<file path="config.mk">
export PLATFORM = sky130hd
export DESIGN_NAME = instr_fetch_unit_flat
export DESIGN_NICKNAME = d
export VERILOG_FILES = /design/src/rtl/proc_pkg.sv /design/src/rtl/instr_fetch_unit_if.sv /design/src/rtl/instr_mem.sv /design/src/rtl/instr_fetch_unit.sv /design/src/flat_wrapper.sv
export SDC_FILE = /design/constraint.sdc
export NUM_CORES = 1
export LEC_CHECK = 0
export BUFFER_PORTS_ARGS = -buffer_cell sky130_fd_sc_hd__buf_2
export CORE_ASPECT_RATIO = 0.5
export CORE_MARGIN = 8
export CORE_UTILIZATION = 45
export CTS_CLUSTER_DIAMETER = 40
export DETAILED_ROUTE_END_ITERATION = 6
export PLACE_DENSITY = 0.62
export SYNTH_ARGS = -nofsm -noshare
export SYNTH_HDL_FRONTEND = slang
export SYNTH_SLANG_ARGS = --single-unit
</file>
<file path="constraint.sdc">
create_clock -name clk -period 5.9 [get_ports clk]
set_input_delay 0.295 -clock clk [delete_from_list [all_inputs] [get_ports clk]]
set_output_delay 0.295 -clock clk [all_outputs]
set_load 0.05 [all_outputs]
</file>
<file path="src/rtl/proc_pkg.sv">
// Shared definitions for the fetch stage and the processor it feeds:
// instruction width, opcode values, the NOP word and FSM state codes.
package proc_pkg;

    localparam int INSTR_W = 8;

    localparam logic [3:0] OP_NOP  = 4'h0;
    localparam logic [3:0] OP_INC  = 4'h1;
    localparam logic [3:0] OP_DEC  = 4'h2;
    localparam logic [3:0] OP_SHL  = 4'h3;
    localparam logic [3:0] OP_SHR  = 4'h4;
    localparam logic [3:0] OP_HALT = 4'hF;

    localparam logic [INSTR_W-1:0] NOP_WORD = 8'h00;

    localparam logic [1:0] ST_IDLE = 2'd0;
    localparam logic [1:0] ST_RUN  = 2'd1;
    localparam logic [1:0] ST_DONE = 2'd2;

    // An issued word counts toward issued_cnt unless it is a NOP or HALT.
    function automatic logic op_counts(input logic [3:0] op);
        return (op != OP_NOP) && (op != OP_HALT);
    endfunction

endpackage

</file>
<file path="src/rtl/instr_fetch_unit_if.sv">
// Program-load, control and issue signals between the fetch unit and its
// controller / downstream processor.
interface instr_fetch_unit_if #(parameter int AW = 4);
    import proc_pkg::*;

    logic               load_en;
    logic [AW-1:0]      load_addr;
    logic [INSTR_W-1:0] load_data;
    logic               start;
    logic               stall;
    logic [INSTR_W-1:0] instr_out;
    logic [AW-1:0]      pc_out;
    logic               busy;
    logic               done;
    logic [AW:0]        issued_cnt;

    modport master (
        output load_en, load_addr, load_data, start, stall,
        input  instr_out, pc_out, busy, done, issued_cnt
    );

    modport slave (
        input  load_en, load_addr, load_data, start, stall,
        output instr_out, pc_out, busy, done, issued_cnt
    );

endinterface

</file>
<file path="src/rtl/instr_mem.sv">
// Program memory: DEPTH x INSTR_W words, synchronous write, combinational
// read, cleared to NOP by reset.
module instr_mem
    import proc_pkg::*;
#(
    parameter int DEPTH = 16,
    parameter int AW    = $clog2(DEPTH)
) (
    input  logic               clk,
    input  logic               rst,
    input  logic               we,
    input  logic [AW-1:0]      waddr,
    input  logic [INSTR_W-1:0] wdata,
    input  logic [AW-1:0]      raddr,
    output logic [INSTR_W-1:0] rdata
);

    logic [INSTR_W-1:0] mem_reg [DEPTH];

    // Reset must clear every word, so this stays a register array
    // rather than a block RAM.
    always_ff @(posedge clk or posedge rst) begin
        if (rst) begin
            for (int i = 0; i < DEPTH; i++) begin
                mem_reg[i] <= NOP_WORD;
            end
        end else if (we) begin
            mem_reg[waddr] <= wdata;
        end
    end

    assign rdata = mem_reg[raddr];

endmodule

</file>
<file path="src/rtl/instr_fetch_unit.sv">
// Fetch/issue stage: after start, issues one program word per clock until a
// HALT opcode or the last address, inserting NOPs while stalled.
module instr_fetch_unit
    import proc_pkg::*;
#(
    parameter int DEPTH = 16,
    parameter int AW    = $clog2(DEPTH)
) (
    input  logic             clk,
    input  logic             rst,
    instr_fetch_unit_if.slave bus
);

    localparam logic [AW-1:0] PC_LAST = AW'(DEPTH - 1);
    localparam logic [AW:0]   CNT_MAX = {(AW + 1){1'b1}};

    logic [1:0]         state_reg, state_next;
    logic [AW-1:0]      pc_reg, pc_next;
    logic [INSTR_W-1:0] instr_reg, instr_next;
    logic [AW:0]        cnt_reg, cnt_next;

    logic               mem_we;
    logic [INSTR_W-1:0] fetch_word;
    logic [3:0]         fetch_op;

    // Loads are only honoured while no program is executing.
    assign mem_we = bus.load_en && (state_reg != ST_RUN);

    instr_mem #(
        .DEPTH (DEPTH),
        .AW    (AW)
    ) u_mem (
        .clk   (clk),
        .rst   (rst),
        .we    (mem_we),
        .waddr (bus.load_addr),
        .wdata (bus.load_data),
        .raddr (pc_reg),
        .rdata (fetch_word)
    );

    assign fetch_op = fetch_word[INSTR_W-1 -: 4];

    always_comb begin
        state_next = state_reg;
        pc_next    = pc_reg;
        instr_next = NOP_WORD;
        cnt_next   = cnt_reg;

        case (state_reg)
            ST_RUN: begin
                if (!bus.stall) begin
                    if (fetch_op == OP_HALT) begin
                        state_next = ST_DONE;
                    end else begin
                        instr_next = fetch_word;
                        if (op_counts(fetch_op) && (cnt_reg != CNT_MAX)) begin
                            cnt_next = cnt_reg + 1'b1;
                        end
                        // The last word is issued but pc stays put; no wrap.
                        if (pc_reg == PC_LAST) begin
                            state_next = ST_DONE;
                        end else begin
                            pc_next = pc_reg + 1'b1;
                        end
                    end
                end
            end
            default: begin
                if (bus.start) begin
                    state_next = ST_RUN;
                    pc_next    = '0;
                    cnt_next   = '0;
                end
            end
        endcase
    end

    always_ff @(posedge clk or posedge rst) begin
        if (rst) begin
            state_reg <= ST_IDLE;
            pc_reg    <= '0;
            instr_reg <= NOP_WORD;
            cnt_reg   <= '0;
        end else begin
            state_reg <= state_next;
            pc_reg    <= pc_next;
            instr_reg <= instr_next;
            cnt_reg   <= cnt_next;
        end
    end

    assign bus.instr_out  = instr_reg;
    assign bus.pc_out     = pc_reg;
    assign bus.busy       = (state_reg == ST_RUN);
    assign bus.done       = (state_reg == ST_DONE);
    assign bus.issued_cnt = cnt_reg;

endmodule
</file>
<file path="src/flat_wrapper.sv">
// flat-port wrapper written by rule: the top's interface ports become plain ports
module instr_fetch_unit_flat import proc_pkg::*;
#(
    parameter int DEPTH = 16,
    parameter int AW    = $clog2(DEPTH)
)
  (clk, rst, bus_load_en, bus_load_addr, bus_load_data, bus_start, bus_stall, bus_instr_out, bus_pc_out, bus_busy, bus_done, bus_issued_cnt);
  instr_fetch_unit_if #(.AW(AW)) bus_i ();
  input  logic clk;
  input  logic rst;
  input wire logic [$bits(bus_i.load_en)-1:0] bus_load_en;
  input wire logic [$bits(bus_i.load_addr)-1:0] bus_load_addr;
  input wire logic [$bits(bus_i.load_data)-1:0] bus_load_data;
  input wire logic [$bits(bus_i.start)-1:0] bus_start;
  input wire logic [$bits(bus_i.stall)-1:0] bus_stall;
  output wire logic [$bits(bus_i.instr_out)-1:0] bus_instr_out;
  output wire logic [$bits(bus_i.pc_out)-1:0] bus_pc_out;
  output wire logic [$bits(bus_i.busy)-1:0] bus_busy;
  output wire logic [$bits(bus_i.done)-1:0] bus_done;
  output wire logic [$bits(bus_i.issued_cnt)-1:0] bus_issued_cnt;
  assign bus_i.load_en = bus_load_en;
  assign bus_i.load_addr = bus_load_addr;
  assign bus_i.load_data = bus_load_data;
  assign bus_i.start = bus_start;
  assign bus_i.stall = bus_stall;
  assign bus_instr_out = bus_i.instr_out;
  assign bus_pc_out = bus_i.pc_out;
  assign bus_busy = bus_i.busy;
  assign bus_done = bus_i.done;
  assign bus_issued_cnt = bus_i.issued_cnt;
  instr_fetch_unit #(.DEPTH(DEPTH), .AW(AW)) u_core (.clk(clk), .rst(rst), .bus(bus_i));
endmodule
</file>
# Word-level counts from Yosys, hierarchy flattened
# Cells that the tools add are included.
# totals
register_bits	147
in_bits	17
# op_classes
addsub	2
n_lt_le_gt_ge	3
eq_ne	12
muxes	24
bitwise	2
n_reduce_logical	9
# ops
cell	count
$bwmux 128	1
$mux 8	6
$bmux 8 s4	1
$demux 8 s4	1
$mux 5	5
$mux 4	5
$ge 5x5->1 const B	2
$mux 2	5
$not 4->5	2
$eq 4x4->1 const B	2
$reduce_and 4->1	2
$ne 2x2->1 const B	3
$add 5x1->5 const B	1
$lt 5x1->1 const B	1
$ne 5x5->1 const B	1
$add 4x1->4 const B	1
$logic_and 1x1->1	4
$ne 2x1->1 const B	2
$ne 4x4->1 const B	1
$reduce_bool 4->1	1
$ne 3x1->1 const B	1
$reduce_and 3->1	1
$eq 2x1->1 const B	1
$eq 2x2->1 const B	1
$reduce_bool 2->1	1

# Depth between registers and ports, before layout
# depth
depth_word	11
ltp_mapped	9
mapped_depth_nobuf	7

# Modules after synthesis
# Synthesis repeated with hierarchy kept, for this count alone.
# hier_totals
hier_cells	448
area_unflattened_um2	6815.3
# modules_own_cells
module	instances	cells_per_inst	area_each_um2	seq_area_each_um2
instr_mem	1	369	5953.2	3203.1
instr_fetch_unit	1	79	862.1	475.5

# Worst setup path before layout
# No wires, ideal clock.
# synth_path
kind	reg-to-reg
from	reg u_core.pc_reg[0] (netlist: u_core.bus.pc_out[0])
to	reg u_core.instr_reg[0] (netlist: u_core.bus.instr_out[0])
t_arrival_ns	2.385
t_required_ns	5.782
path_slack_ns	3.397
stages_incl_launch_ff	8
n_path_buf	4
synth_period_minus_slack_ns	2.503
path_cell_list	dfrtp_1 -> buf_6 -> buf_12 -> buf_12 -> buf_6 -> mux4_1 -> mux4_2 -> nor2b_1
# synth_between
elab_chain_len	8
# synth_rtl
item	line	source
from (decl)	instr_fetch_unit.sv:18	logic [AW-1:0] pc_reg, pc_next;
from (signal assigned)	instr_fetch_unit.sv:87	pc_reg <= pc_next;
$not 4->5 (not written as such) (*)	instr_mem.sv:32	assign rdata = mem_reg[raddr];
$bmux 8 s4 (*)	instr_mem.sv:32	
$mux 8 (not written as such) (*) (2 in a row)	instr_mem.sv:32	
$eq 4x4->1	instr_fetch_unit.sv:53	if (fetch_op == OP_HALT) begin
$mux 8 (*)	instr_fetch_unit.sv:53	
$mux 8 (*)	instr_fetch_unit.sv:52	if (!bus.stall) begin
$mux 8 (*)	instr_fetch_unit.sv:50	case (state_reg)
via u_core.instr_next[0]	instr_fetch_unit.sv:19	logic [INSTR_W-1:0] instr_reg, instr_next;
to (signal assigned)	instr_fetch_unit.sv:88	instr_reg <= instr_next;
to (decl)	instr_fetch_unit.sv:19	
# Mark *: on every way through the listed nets, which the timed path passes. The rest lies on a longest branch. The select of a mux whose other input is x is not followed.
# A chain may end at the register's enable or synchronous reset.

# Worst setup path after layout
# layout_path
from	reg u_core.pc_reg[1] (netlist: u_core.bus.pc_out[1])
to	reg u_core.pc_reg[3] (netlist: u_core.bus.pc_out[3])
# layout_between
elab_chain_len	7
# layout_rtl
item	line
$not 4->5 (not written as such)	instr_mem.sv:32
$bmux 8 s4	instr_mem.sv:32
$mux 8 (not written as such) (2 in a row)	instr_mem.sv:32
$eq 4x4->1	instr_fetch_unit.sv:53
$ne 2x2->1 (no source line)	-
$reduce_and 4->1 (no source line)	-
# Parallel ways exist; a longest one is shown, timed or not. The select of a mux whose other input is x is not followed.

==> impl.org <==
** Setup path
- Along the worst path, the maximum fanout reaches 19.
- Slowest-stage cell, CP :: sky130_fd_sc_hd__dfrtp_1
- Data required time at the worst endpoint :: 6.23 ns
- On the worst path, the slowest cell contributes a delay of 0.90 ns.
- Worst path buffer plus inverter count :: 1
- Counting buffers and inverters, the worst setup path is 7 cells deep.
- CP top delay family :: flip-flops
- The worst setup path is captured at a register.
- At the worst endpoint, the arrival time is 3.50 ns.
- Walking the worst path, the cells encountered are buf_4 -> mux4_1 -> a22oi_1 -> and3_2 -> o41ai_4 -> nor3_1 -> mux2i_1.
- Kind of critical path :: register to register
- Worst R2R Path Depth :: 7
- Worst setup SP type :: register

** Pwr
- For this design the ratio of total power to cell area is 471 nW/um^2.
- Leakage power :: 3.67 nW
- VDD sags by at most 0.266 mV.

** Synthesis
- Most repeated cell in the gate-level netlist after synthesis :: sky130_fd_sc_hd__dfrtp_1
- Mean instance size in the synthesized netlist :: 15.7 um^2
- Synthesis produced 436 cells.
- Number of synthesized flops with an enable pin :: 0
- Library cells used by synthesis :: 41
- The synthesized design contains 147 register bits.
- The share of synthesized area in the top cell type comes to 0.538.
- Post-synthesis cell area :: 6840 um^2
- For this run, the number of Yosys warnings is 0.
- Cell accounting for the most synthesized area :: sky130_fd_sc_hd__dfrtp_1
- Fraction of the yosys area taken by sequential cells :: 0.538
- After synthesis, the cell types taking the most area are sky130_fd_sc_hd__dfrtp_1 (54%), sky130_fd_sc_hd__mux2_2 (21%), sky130_fd_sc_hd__mux4_1 (7.3%).
- Post-synth top cells :: sky130_fd_sc_hd__dfrtp_1 (147), sky130_fd_sc_hd__mux2_2 (128), sky130_fd_sc_hd__mux4_1 (19), sky130_fd_sc_hd__mux4_2 (17), sky130_fd_sc_hd__nor2_1 (17)
- For this run, the leading register cell type out of synthesis is sky130_fd_sc_hd__dfrtp_1.
- Share of synthesized registers carrying an async set or reset :: 1.00
- The number of nets in the synthesized netlist is 456.

** Global route
- For this run, the total global-route usage over all layers was measured as 0.165.
- The initial antenna violation count was 0.
- Total overflow reported by the global router :: 0
- Maximum number of pins on one net before global-route repair :: 83
- The first global-routing pass estimated 24,200 um of wire.
- The via count of the first global-routing pass came to 4,057.

** CTS
- Once the clock tree was built, the resizer swapped 0 gates to a different size.
- The clock tree synthesis step divided the H-tree into 4 levels.
- Max clock buf depth :: 2
- Clock insertion delay at the later pin of the skew report :: 0.42 ns
- Clock-pin slew was measured on the worst setup and hold paths at 0.06 ns.
- CTS Hold Buffers Added :: 0
- Clk root buf :: sky130_fd_sc_hd__clkbuf_16
- Number of setup buffers added after CTS :: 0
- Clock net sink count :: 147
- Clock tree from TritonCTS :: done
- In this run, CTS created clock tree buffers numbering 17.

** Timing
- Static timing analysis puts the maximum clock frequency at 316 MHz.
- The total count of hold-check failures in the final report came to 0.
- Between clock sinks in the finished design, the worst skew comes to 0.00767 ns.
- Final number of max-transition violations :: 0
- Final Hold Slack :: 0.0167 ns
- Number of setup violations in the final report :: 0
- Measured against its own limit, the worst slew margin works out to 0.121.
- At the pin with the least slew margin, the transition time is 1.31 ns.
- Setup slack on the critical path of the routed design comes to 2.73 ns.
- RSZ-0062 raised after global routing :: false
- Period utilisation layout :: 0.537
- For the final routed database, the setup TNS stands at 0 ns.
- Final worst path period need :: 3.17 ns

** Cells and area
- Antenna fix cells :: 0
- Fraction of final layout cells sized beyond drive strength 1 :: 0.479
- The register with the most flip-flops in the layout has 128 of them.
- The finished layout holds 682 standard cells, fillers aside.
- Relative to the synthesized area, the layout overhead comes to 12.5%.
- Net count, final :: 491

** Run status
- Run status :: finished, final reports clean

** Place
- Post-placement cell count :: 650
- Pre-CTS setup slack :: 2.75 ns
- Input and output buffers added on the ports amount to 35.
- Final weighted congestion in routability-driven placement :: 0.765
- After legalization and detailed placement, the total HPWL measured 9750 um.

** Floorplanning
- Measured along the y axis, the die boundary spans 103 um.
- The floorplan step defined a core boundary enclosing 14,700 um^2.
- Die width :: 190 um
- For this configuration, the core starts out at a cell density of 0.466.
- The die covers 19,600 um^2.
- Top Ports :: 36
- Std cell rows :: 31

** Detailed routing
- Wire length per cell after detailed routing :: 22.1 um
- Remaining routing DRC violations :: 0
- The routed layout has 3,871 vias.
- After detailed routing, the number of vias per cell comes to 5.68.
- Iteration-0 DRC count of the detailed router :: 228
- The final layout contains routed wiring with a total length of 15,100 um.
- First-pass iteration count of the detailed router :: 4
- Antenna Violating Nets Remaining :: 0

** Worst hold path
- The worst hold path belongs to the class primary input to async pin.

** Run
- Across the run, the number of max-cap violations was 0.
[worst reg2reg max path: cells and delay by family, from the launching register on]
kind,cells,cell delay (ns)
multiplexers,2,0.79
AND/OR/NAND/NOR,2,0.60
buffers and inverters,1,0.43
flip-flops,1,0.90
AO/OA/AOI/OAI,2,0.37
[logic make-up after synthesis]
logic type                 count (synthesis)  share of synthesized area
muxes                                    170                      0.349
DFF                                      147                      0.538
and+or+nand+nor                           71                     0.0628
buffers and inverters                     31                     0.0269
AOI/OAI and AO/OA                         14                     0.0181
adders and majority gates                  3                    0.00549
[per-stage QoR]
stage               power, mW  area (um^2)   util
floorplan                2.41         6840      -
global placement         2.62         7140  0.487
detailed placement       2.64         7140  0.487
CTS                      3.65         7690  0.524
global route             3.81         7690  0.524
finish                   3.62         7690  0.524
[layer usage]
metal | track usage | wire length (um) | vias up
li1 | - | - | 1725
met1 | 0.228 | 7370 | 2049
met2 | 0.261 | 6950 | 85
met3 | 0.0311 | 617 | 12
met4 | 0.0539 | 150 | 0
met5 | 0 | 0 | -
[power breakdown]
group	leakage [nW]	total (mW)	switching [mW]	internal [mW]
combinational	1.43	1.12	0.561	0.554
clock	0.268	1.00	0.453	0.548
sequential	1.98	1.50	0.216	1.29
[area by class of cell]
class | count | area [um^2]
Clock inverter | 15 | 123
Inverter | 8 | 35.0
Tap cell | 198 | 248
Multi-Input combinational cell | 258 | 2970
Clock buffer | 17 | 425
Timing Repair Buffer | 39 | 205
Fill cell | 1229 | 6970
Sequential cell | 147 | 3680
[cell usage in the layout, fill, tap and decap left out, types with 2 or more instances in the layout]
master,count
sky130_fd_sc_hd__and3_4,3
sky130_fd_sc_hd__buf_4,4
sky130_fd_sc_hd__buf_2,35
sky130_fd_sc_hd__nor3_2,3
sky130_fd_sc_hd__inv_8,2
sky130_fd_sc_hd__nor2b_1,6
sky130_fd_sc_hd__nand2b_1,2
sky130_fd_sc_hd__mux2i_1,6
sky130_fd_sc_hd__nor3_1,3
sky130_fd_sc_hd__nor2_1,17
sky130_fd_sc_hd__o21ai_0,3
sky130_fd_sc_hd__clkinvlp_4,2
sky130_fd_sc_hd__mux4_1,19
sky130_fd_sc_hd__o211ai_1,2
sky130_fd_sc_hd__nand2_1,16
sky130_fd_sc_hd__mux2_2,128
sky130_fd_sc_hd__clkbuf_16,17
sky130_fd_sc_hd__ha_1,3
sky130_fd_sc_hd__clkinv_2,3
sky130_fd_sc_hd__clkinv_4,4
sky130_fd_sc_hd__inv_1,7
sky130_fd_sc_hd__a22oi_1,3
sky130_fd_sc_hd__dfrtp_1,146
sky130_fd_sc_hd__nand4b_1,2
sky130_fd_sc_hd__and3_1,2
sky130_fd_sc_hd__nand3_1,7
sky130_fd_sc_hd__or4_1,2
sky130_fd_sc_hd__mux4_2,17
sky130_fd_sc_hd__inv_6,5
[final timing paths]
path | start | endpoint | slack [ns]
hold reg to reg | u_core.u_mem.mem_reg[121]$_DFFE_PP0P_ | u_core.u_mem.mem_reg[121]$_DFFE_PP0P_ | 0.50
max in group asynchronous | rst | u_core.u_mem.mem_reg[37]$_DFFE_PP0P_ | 4.53
setup / recovery | u_core.bus.pc_out[1]$_DFFE_PP0P_ | u_core.bus.pc_out[3]$_DFFE_PP0P_ | 2.73
setup reg to reg | u_core.bus.pc_out[1]$_DFFE_PP0P_ | u_core.bus.pc_out[3]$_DFFE_PP0P_ | 2.73
min in group clk | bus_start | u_core.state_reg[1]$_DFFE_PP0P_ | 0.14
hold / removal | rst | u_core.state_reg[1]$_DFFE_PP0P_ | 0.02
No activity file was read; power rests on OpenSTA's default activity.
